$ cat src/rtl/gigatron_vga_out.sv
// gigatron_vga_out: two-stage VGA output stage for the Gigatron core.
// Stage 1 samples colour/syncs and tracks the pixel and line position.
// Stage 2 expands colour, inverts syncs, generates DE and measures line length.
module gigatron_vga_out #(
  parameter int IN_BITS  = 2,
  parameter int OUT_BITS = 8,
  parameter int H_START  = 144,
  parameter int H_ACTIVE = 640,
  parameter int V_START  = 35,
  parameter int V_ACTIVE = 480
) (
  input  logic                clk_vid,
  input  logic                reset,
  input  logic                ce_pix,
  input  logic                de_mode,
  input  logic [IN_BITS-1:0]  red_in,
  input  logic [IN_BITS-1:0]  green_in,
  input  logic [IN_BITS-1:0]  blue_in,
  input  logic                hsync_n,
  input  logic                vsync_n,
  output logic [OUT_BITS-1:0] VGA_R,
  output logic [OUT_BITS-1:0] VGA_G,
  output logic [OUT_BITS-1:0] VGA_B,
  output logic                VGA_HS,
  output logic                VGA_VS,
  output logic                VGA_DE,
  output logic [11:0]         h_total,
  output logic                locked
);

  localparam logic [11:0] IDX_MAX = 12'hFFF;
  localparam logic [12:0] H_LO    = 13'(H_START);
  localparam logic [12:0] H_HI    = 13'(H_START + H_ACTIVE);
  localparam logic [12:0] V_LO    = 13'(V_START);
  localparam logic [12:0] V_HI    = 13'(V_START + V_ACTIVE);

  // Position counters stick at the top value so a missing sync never wraps
  // back into the active window.
  function automatic logic [11:0] sat_inc(input logic [11:0] v);
    logic [11:0] r;
    if (v == IDX_MAX) begin
      r = IDX_MAX;
    end else begin
      r = v + 12'd1;
    end
    return r;
  endfunction

  // Stage 1 state
  logic [IN_BITS-1:0] red1_q, red1_d;
  logic [IN_BITS-1:0] green1_q, green1_d;
  logic [IN_BITS-1:0] blue1_q, blue1_d;
  logic               hs1_q, hs1_d;         // stage-1 hsync_n
  logic               vs1_q, vs1_d;         // stage-1 vsync_n
  logic               hedge1_q, hedge1_d;   // stage-1 pixel is an hsync falling edge
  logic [11:0]        h_idx_q, h_idx_d;
  logic [11:0]        v_idx_q, v_idx_d;
  logic               vs_at_edge_q, vs_at_edge_d; // vsync_n seen at the last hsync edge
  logic [11:0]        line_len_q, line_len_d;     // length of the line that just ended

  // Stage 2 state
  logic [OUT_BITS-1:0] r_q, r_d;
  logic [OUT_BITS-1:0] g_q, g_d;
  logic [OUT_BITS-1:0] b_q, b_d;
  logic                hs_q, hs_d;
  logic                vs_q, vs_d;
  logic                de_q, de_d;
  logic [11:0]         h_total_q, h_total_d;
  logic                locked_q, locked_d;

  logic                hedge_s;
  logic                active_s;
  logic [OUT_BITS-1:0] exp_r_s, exp_g_s, exp_b_s;

  // MSB-first bit replication; source indices are elaboration-time constants.
  for (genvar i = 0; i < OUT_BITS; i++) begin : g_expand
    localparam int SRC = IN_BITS - 1 - ((OUT_BITS - 1 - i) % IN_BITS);
    assign exp_r_s[i] = red1_q[SRC];
    assign exp_g_s[i] = green1_q[SRC];
    assign exp_b_s[i] = blue1_q[SRC];
  end

  assign hedge_s  = ~hsync_n & hs1_q;
  assign active_s = ({1'b0, h_idx_q} >= H_LO) && ({1'b0, h_idx_q} < H_HI) &&
                    ({1'b0, v_idx_q} >= V_LO) && ({1'b0, v_idx_q} < V_HI);

  // Next-state logic for both pipeline stages; everything holds without ce_pix.
  always_comb begin
    red1_d       = red1_q;
    green1_d     = green1_q;
    blue1_d      = blue1_q;
    hs1_d        = hs1_q;
    vs1_d        = vs1_q;
    hedge1_d     = hedge1_q;
    h_idx_d      = h_idx_q;
    v_idx_d      = v_idx_q;
    vs_at_edge_d = vs_at_edge_q;
    line_len_d   = line_len_q;
    r_d          = r_q;
    g_d          = g_q;
    b_d          = b_q;
    hs_d         = hs_q;
    vs_d         = vs_q;
    de_d         = de_q;
    h_total_d    = h_total_q;
    locked_d     = locked_q;
    if (ce_pix) begin
      // stage 1: sample inputs and advance the position counters
      red1_d   = red_in;
      green1_d = green_in;
      blue1_d  = blue_in;
      hs1_d    = hsync_n;
      vs1_d    = vsync_n;
      hedge1_d = hedge_s;
      if (hedge_s) begin
        h_idx_d      = 12'd0;
        line_len_d   = sat_inc(h_idx_q);
        vs_at_edge_d = vsync_n;
        if (~vsync_n & vs_at_edge_q) begin
          v_idx_d = 12'd0;
        end else begin
          v_idx_d = sat_inc(v_idx_q);
        end
      end else begin
        h_idx_d = sat_inc(h_idx_q);
      end
      // stage 2: outputs for the pixel currently held in stage 1
      hs_d = ~hs1_q;
      vs_d = ~vs1_q;
      if (de_mode) begin
        de_d = active_s;
        if (active_s) begin
          r_d = exp_r_s;
          g_d = exp_g_s;
          b_d = exp_b_s;
        end else begin
          r_d = {OUT_BITS{1'b0}};
          g_d = {OUT_BITS{1'b0}};
          b_d = {OUT_BITS{1'b0}};
        end
      end else begin
        de_d = hs1_q & vs1_q;
        r_d  = exp_r_s;
        g_d  = exp_g_s;
        b_d  = exp_b_s;
      end
      // line measurement lands together with the h_idx=0 pixel; a saturated
      // measurement never counts towards lock
      if (hedge1_q) begin
        h_total_d = line_len_q;
        locked_d  = (line_len_q == h_total_q) && (h_total_q != 12'd0) &&
                    (line_len_q != IDX_MAX);
      end else if (h_idx_q == IDX_MAX) begin
        locked_d = 1'b0;
      end else begin
        locked_d = locked_q;
      end
    end else begin
      hedge1_d = hedge1_q;
    end
  end

  // Pipeline registers with synchronous reset to the idle, no-sync state.
  always_ff @(posedge clk_vid) begin
    if (reset) begin
      red1_q       <= {IN_BITS{1'b0}};
      green1_q     <= {IN_BITS{1'b0}};
      blue1_q      <= {IN_BITS{1'b0}};
      hs1_q        <= 1'b1;
      vs1_q        <= 1'b1;
      hedge1_q     <= 1'b0;
      h_idx_q      <= IDX_MAX;
      v_idx_q      <= IDX_MAX;
      vs_at_edge_q <= 1'b1;
      line_len_q   <= 12'd0;
      r_q          <= {OUT_BITS{1'b0}};
      g_q          <= {OUT_BITS{1'b0}};
      b_q          <= {OUT_BITS{1'b0}};
      hs_q         <= 1'b0;
      vs_q         <= 1'b0;
      de_q         <= 1'b0;
      h_total_q    <= 12'd0;
      locked_q     <= 1'b0;
    end else begin
      red1_q       <= red1_d;
      green1_q     <= green1_d;
      blue1_q      <= blue1_d;
      hs1_q        <= hs1_d;
      vs1_q        <= vs1_d;
      hedge1_q     <= hedge1_d;
      h_idx_q      <= h_idx_d;
      v_idx_q      <= v_idx_d;
      vs_at_edge_q <= vs_at_edge_d;
      line_len_q   <= line_len_d;
      r_q          <= r_d;
      g_q          <= g_d;
      b_q          <= b_d;
      hs_q         <= hs_d;
      vs_q         <= vs_d;
      de_q         <= de_d;
      h_total_q    <= h_total_d;
      locked_q     <= locked_d;
    end
  end

  assign VGA_R   = r_q;
  assign VGA_G   = g_q;
  assign VGA_B   = b_q;
  assign VGA_HS  = hs_q;
  assign VGA_VS  = vs_q;
  assign VGA_DE  = de_q;
  assign h_total = h_total_q;
  assign locked  = locked_q;

endmodule

$ cat config.mk
export PLATFORM = sky130hd
export DESIGN_NAME = gigatron_vga_out
export DESIGN_NICKNAME = d
export VERILOG_FILES = /design/src/rtl/gigatron_vga_out.sv
export SDC_FILE = /design/constraint.sdc
export NUM_CORES = 1
export LEC_CHECK = 0
export ABC_AREA = 1
export CORE_ASPECT_RATIO = 2
export CORE_MARGIN = 3
export CORE_UTILIZATION = 50
export CTS_CLUSTER_DIAMETER = 100
export DETAILED_ROUTE_END_ITERATION = 16
export PLACE_DENSITY = 0.86
export SLEW_MARGIN = 20
export SYNTH_ARGS = -nofsm -noshare
export SYNTH_HDL_FRONTEND = slang
export SYNTH_SLANG_ARGS = --single-unit
$ cat constraint.sdc
create_clock -name clk_vid -period 1.6 [get_ports clk_vid]
set_clock_uncertainty 0.1 [all_clocks]
set_input_delay 0.16 -clock clk_vid [delete_from_list [all_inputs] [get_ports clk_vid]]
set_output_delay 0.16 -clock clk_vid [all_outputs]
set_load 0.005 [all_outputs]
==> qor.txt, run 1 <==
Rel. slew slack -> 76.2%
Reg clk slew, reported paths -> 60 ps
total die area -> 8060 um2
Synth area leaders -> dfxtp_1 39%, nand2_1 12%, o21ai_0 8.3%
DRT antenna net count -> 0
CP peak stage delay -> 540 ps
P per Cell Area -> 1070 nW/um2
Main synth FF type -> dfxtp_1
RSZ-0062 raised after global routing -> true
fin util -> 67.7%
Final #Nets -> 576
DR pass1 iterations -> 6
overall power -> 4840 uW
Final HPWL DP -> 6.50 mm
max cap viols -> 0
Ports -> 52
Synth Register Bits -> 68
outcome -> finished, final reports clean
crit path kind -> flop to output port
final hold slack -> 322 ps
crit path time final -> 1570 ps
async set-reset flop share out of synthesis -> 0%
initial antenna violation count -> 0
first-pass GRT wire length -> 15.0 mm
CTS Buffer Depth -> 2
# diodes -> 0
Total Routing Usage GR -> 24.4%
worst hold path class -> primary input to flop
cts bufs inserted -> 9
die width -> 65.0 um
Post-Syn Area -> 3480 um2
placed instance area -> 4040 um2
DIE HEIGHT -> 124 um
core outline area -> 6670 um2
RePlAce Congestion -> 0.917
peak supply drop -> 0.554 mV
CP Launch Type -> flop
Clock Sinks -> 68
input/output buffers -> 51
max-slew violations -> 0
Syn. warnings -> 0
Synth Area per Inst -> 6.78 um2
CTS H-Tree Depth -> 3
Wirelength per Cell -> 14.4 um
Layout area overhead -> 29.8%
WP data arrival -> 1310 ps
drt drc -> 0
Crit path max-delay family -> buffers and inverters
Critical Path Sink Type -> output port
top-area cell type share of the netlist area -> 39.1%
row count -> 42
design area -> 4520 um2
layout cells sized above 1 -> 16.4%
Worst Path Required -> 1340 ps
CTS Hold Bufs -> 0
Initial DRC Count -> 251
layout filler cell count -> 522
highest-delay cell along the critical path -> clkdlybuf4s50_1
vias per cell -> 5.27
Final Hold Viols -> 0
GR Overflow Total -> 0
final setup violation count -> 0
number of synthesized flops with an enable pin -> 0
leading area contributor after synthesis -> dfxtp_1
Vias -> 3,445
fin crit share -> 98.0%
Commonest cells post-synth -> 113 x nand2_1, 68 x dfxtp_1, 61 x inv_1
clock root buffer -> clkbuf_16
largest net degree at the start of global routing -> 32
Starting Density -> 52.1%
leakage power -> 0.00207 uW
max frequency -> 0.638 GHz
Total Routed Length -> 9.40 mm
CTS tree -> built
Post-Syn Instances -> 513
worst skew pair latency -> 340 ps
slew of the pin with the lowest slew margin -> 356 ps
vias in the first global route -> 3,248
most frequent cell after synthesis -> nand2_1
sequential fraction of the synthesis area -> 39.1%
Synthesized Nets -> 528
WP buf/inv -> 1
count of cell types in the netlist -> 31
crit path max fanout -> 4
Cell Chain, Critical Path -> clkdlybuf4s50_1
## kinds of logic after synthesis
kind of cell / after synthesis / synth area share [%]
AO/OA/AOI/OAI: 116 / 17.5
XOR/XNOR: 10 / 2.52
adder cells (fa/ha/maj): 3 / 1.08
buffers and inverters: 104 / 14.0
flip-flops: 68 / 39.1
AND/OR/NAND/NOR: 212 / 25.8
## layer usage
metal	part of all wire [%]	track usage, %	vias up
met5	0	0	-
li1	-	-	1721
met1	34	23.6	1578
met4	4.2	13.9	0
met3	3.6	5.60	34
met2	58	46.1	112
## timing repair
item | CTS | global route
setup buffers | 0 | 4
resized for setup | 5 | 43
setup endpoints to repair | 19 | 43
pin swaps | 0 | 5
## sequential cells by signal, indices dropped and copies added (netlist names), 2 cells and up
name,cells
v_idx_q,12
blue1_q,2
VGA_G,2
h_total,12
green1_q,2
line_len_q,12
h_idx_q,12
VGA_R,2
red1_q,2
VGA_B,2
## final timing paths
| check | from | end | slack (ps) | depth (start not counted) |
|---|---|---|---|---|
| min reg2reg | v_idx_q[7] | v_idx_q[7] | 360 | 2 |
| min | blue_in[1] | blue1_q[1] | 320 | 3 |
| max | h_total[6] | h_total[6] | 30 | 1 |
| max reg2reg | v_idx_q[1] | v_idx_q[4] | 50 | 8 |
## area by class of cell
cell class | instances | area [um2] | share of cell area, %
Clock inverter | 6 | 63.8 | 1.41
Tap cell | 88 | 110 | 2.44
Clock buffer | 10 | 239 | 5.29
Multi-Input combinational cell | 341 | 1770 | 39.2
Inverter | 66 | 250 | 5.54
Sequential cell | 68 | 1370 | 30.3
Timing Repair Buffer | 75 | 716 | 15.8
## through the flow
| stage | std cells | setup WS (ps) | TNS, ps |
|---|---|---|---|
| 2_1_floorplan | 513 | 167 | 0 |
| 3_3_place_gp | 634 | -168 | -2950 |
| 3_5_place_dp | 634 | -196 | -4210 |
| 4_1_cts | 650 | 4.61 | 0 |
| 5_1_grt | 654 | -26.1 | -159 |
| 6_report | 654 | 32.7 | 0 |
## report_power, final
group	switching [uW]	internal (uW)	total, uW
combinational	540	398	938
clock	731	1240	1970
sequential	112	1810	1920
## cells in the final DEF, fill, tap and decap left out, types with 2 or more instances in the layout
master,n
nand3_2,7
nor2_1,49
inv_1,57
buf_12,2
inv_2,8
nand4_1,3
dfxtp_1,62
nand2_4,2
a21oi_2,5
buf_4,22
nor3_2,3
o211ai_1,5
nand3_1,19
clkbuf_16,9
nor2_4,3
clkinv_2,2
clkinvlp_4,2
a21oi_1,43
xnor2_1,4
o21ai_2,2
nand2_1,106
or2_2,2
o21ai_0,54
o21ai_1,5
nor2_2,3
nand2_2,7
nor3_1,5
dfxtp_2,6
xor2_1,6
clkdlybuf4s50_1,51
(Power assumes the default switching activity.)
==> run 2: changes to the inputs <==
--- a/config.mk
+++ b/config.mk
@@ -6,7 +6,7 @@
 export NUM_CORES = 1
 export LEC_CHECK = 0
 export ABC_AREA = 1
-export CORE_ASPECT_RATIO = 2
+export CAP_MARGIN = 10
 export CORE_MARGIN = 3
 export CORE_UTILIZATION = 50
 export CTS_CLUSTER_DIAMETER = 100
==> run 2 against run 1 <==
Against the previous run:
- combinational power shrank 3.0%
- global-route usage down 1.7 points
- flip-flop and latch count stayed put
==> qor.txt, run 2 (synthesis results as in run 1) <==
# diodes -> 0 (unchanged)
fin crit share -> 97.0% (was 98.0%)
CTS Buffer Depth -> 2 (unchanged)
worst slack at placement -> -137 ps (was -196 ps)
R2R setup slack -> 50 ps (about the same)
input/output buffers -> 51 (unchanged)
max-slew violations -> 0 (unchanged)
Crit path max-delay family -> buffers and inverters (unchanged)
worst hold path class -> primary input to flop (unchanged)
total die area -> 8000 um2 (was 8060 um2)
cts bufs inserted -> 9 (unchanged)
Setup TNS -> 0 ps (unchanged)
sequential power share -> 44.9% (was 39.8%)
outcome -> finished, final reports clean (unchanged)
Comb pwr share -> 21.3% (was 19.4%)
Wirelength per Cell -> 13.8 um (was 14.4 um)
WP data arrival -> 1290 ps (was 1310 ps)
core outline area -> 6530 um2 (was 6670 um2)
Cell Chain, Critical Path -> clkdlybuf4s50_1 (unchanged)
vias per cell -> 5.34 (was 5.27)
P per Cell Area -> 975 nW/um2 (was 1070 nW/um2)
RePlAce Congestion -> 0.881 (was 0.917)
CP Launch Type -> flop (unchanged)
Psw -> 1350 uW (was 1380 uW)
CTS H-Tree Depth -> 3 (unchanged)
max cap viols -> 0 (unchanged)
CP peak stage delay -> 540 ps (about the same)
Reg clk slew, reported paths -> 70 ps (was 60 ps)
peak supply drop -> 0.651 mV (was 0.554 mV)
CTS Hold Bufs -> 0 (unchanged)
Total Routing Usage GR -> 22.7% (was 24.4%)
vias in the first global route -> 3,171 (was 3,248)
WP buf/inv -> 1 (unchanged)
Final #Nets -> 578 (was 576)
design area -> 4390 um2 (was 4520 um2)
layout cells sized above 1 -> 16.0% (was 16.4%)
Layout area overhead -> 26.1% (was 29.8%)
RSZ-0062 raised after global routing -> true (unchanged)
commonest cells after routing, fill and taps aside -> 109 x nand2_1, 59 x inv_1, 56 x dfxtp_1, 54 x o21ai_0, 51 x clkdlybuf4s50_1 (was 106 x nand2_1, 62 x dfxtp_1, 57 x inv_1, 54 x o21ai_0, 51 x clkdlybuf4s50_1)
DRT antenna net count -> 0 (unchanged)
leading cell type in the layout, fill and taps excluded -> nand2_1 (unchanged)
max frequency -> 0.644 GHz (was 0.638 GHz)
Final WS setup -> 47.3 ps (was 32.7 ps)
initial antenna violation count -> 0 (unchanged)
Rel. slew slack -> 78.2% (was 76.2%)
GR Overflow Total -> 0 (unchanged)
row count -> 29 (was 42)
crit path time final -> 1550 ps (was 1570 ps)
Critical Path Sink Type -> output port (unchanged)
DR pass1 iterations -> 5 (was 6)
final setup violation count -> 0 (unchanged)
leakage power -> 0.00204 uW (was 0.00207 uW)
DIE HEIGHT -> 89.4 um (was 124 um)
Final HPWL DP -> 6.10 mm (was 6.50 mm)
layout filler cell count -> 527 (was 522)
Clock Sinks -> 68 (unchanged)
Starting Density -> 53.3% (was 52.1%)
Switching Share -> 31.5% (was 28.6%)
Final Hold Viols -> 0 (unchanged)
Initial DRC Count -> 255 (was 251)
final hold slack -> 289 ps (was 322 ps)
Clock power frac -> 33.8% (was 40.8%)
crit path kind -> flop to output port (unchanged)
highest-delay cell along the critical path -> clkdlybuf4s50_1 (unchanged)
Worst Path Required -> 1340 ps (about the same)
Internal -> 2930 uW (was 3450 uW)
CTS tree -> built (unchanged)
worst skew pair latency -> 360 ps (was 340 ps)
Vias -> 3,443 (was 3,445)
largest net degree at the start of global routing -> 38 (was 32)
clock root buffer -> clkbuf_8 (was clkbuf_16)
die width -> 89.4 um (was 65.0 um)
drt drc -> 0 (unchanged)
slew of the pin with the lowest slew margin -> 324 ps (was 356 ps)
crit path max fanout -> 5 (was 4)
placed instance area -> 4060 um2 (was 4040 um2)
first-pass GRT wire length -> 14.2 mm (was 15.0 mm)
Ports -> 52 (unchanged)
Total Routed Length -> 8.91 mm (was 9.40 mm)
## run 2: changes by cell type in the layout (fill, tap and decap cells not counted), sizes merged
| cell | before | now |
|---|---|---|
| clkinvlp | 2 | 3 |
| clkinv | 3 | 1 |
| clkbuf | 10 | 9 |
| buf | 24 | 26 |
| inv | 66 | 68 |
## run 2: path summary, 6_finish.rpt
path / from / end / depth (start not counted)
worst min-delay path: red_in[0] / red1_q[0] / 3
worst max-delay path: VGA_R[6] / VGA_R[0] / 1
worst min register to register: vs1_q / VGA_VS / 1
worst max register to register: h_idx_q[8] / line_len_q[11] / 7
## run 2: metal layers
metal / vias to the layer above / GRT usage (%) / part of all wire (%)
met1: 1607 / 27.5 / 42
met3: 13 / 5.62 / 5.0
met4: 0 / 7.17 / 1.1
met2: 98 / 39.4 / 52
met5: - / 0 / 0
li1: 1725 / - / -
## run 2: area by class of cell
| class | instances | area (um2) | area share, % |
|---|---|---|---|
| repair buffers | 77 | 734 | 16.7 |
| well taps | 77 | 96.3 | 2.20 |
| flip-flops and latches | 68 | 1380 | 31.4 |
| clock inverters | 7 | 75.1 | 1.71 |
| clock buffers | 9 | 124 | 2.82 |
| inverters | 66 | 250 | 5.70 |
| multi-input cells | 341 | 1730 | 39.5 |
## run 2: power groups by stage
stage	clock, uW	combinational, uW	sequential (uW)
finish	1440	910	1920
global route	1520	1020	1940
CTS	1470	845	1910
detailed placement	0	831	1940
global placement	0	795	1940
floorplan	0	565	1930
## run 2: repair_timing
item / 4_1_cts / 5_1_grt
endpoints found under the setup margin: 12 / 47
setup buffers: 0 / 1
pin swaps: 0 / 5
resized for setup: 4 / 40
## run 2: metrics by stage
step / cells / total power [uW] / util (%)
2_1_floorplan: 513 / 2490 / -
3_3_place_gp: 628 / 2730 / 62.2
3_5_place_dp: 628 / 2770 / 62.2
4_1_cts: 644 / 4220 / 65.4
5_1_grt: 645 / 4480 / 67.2
6_report: 645 / 4280 / 67.2
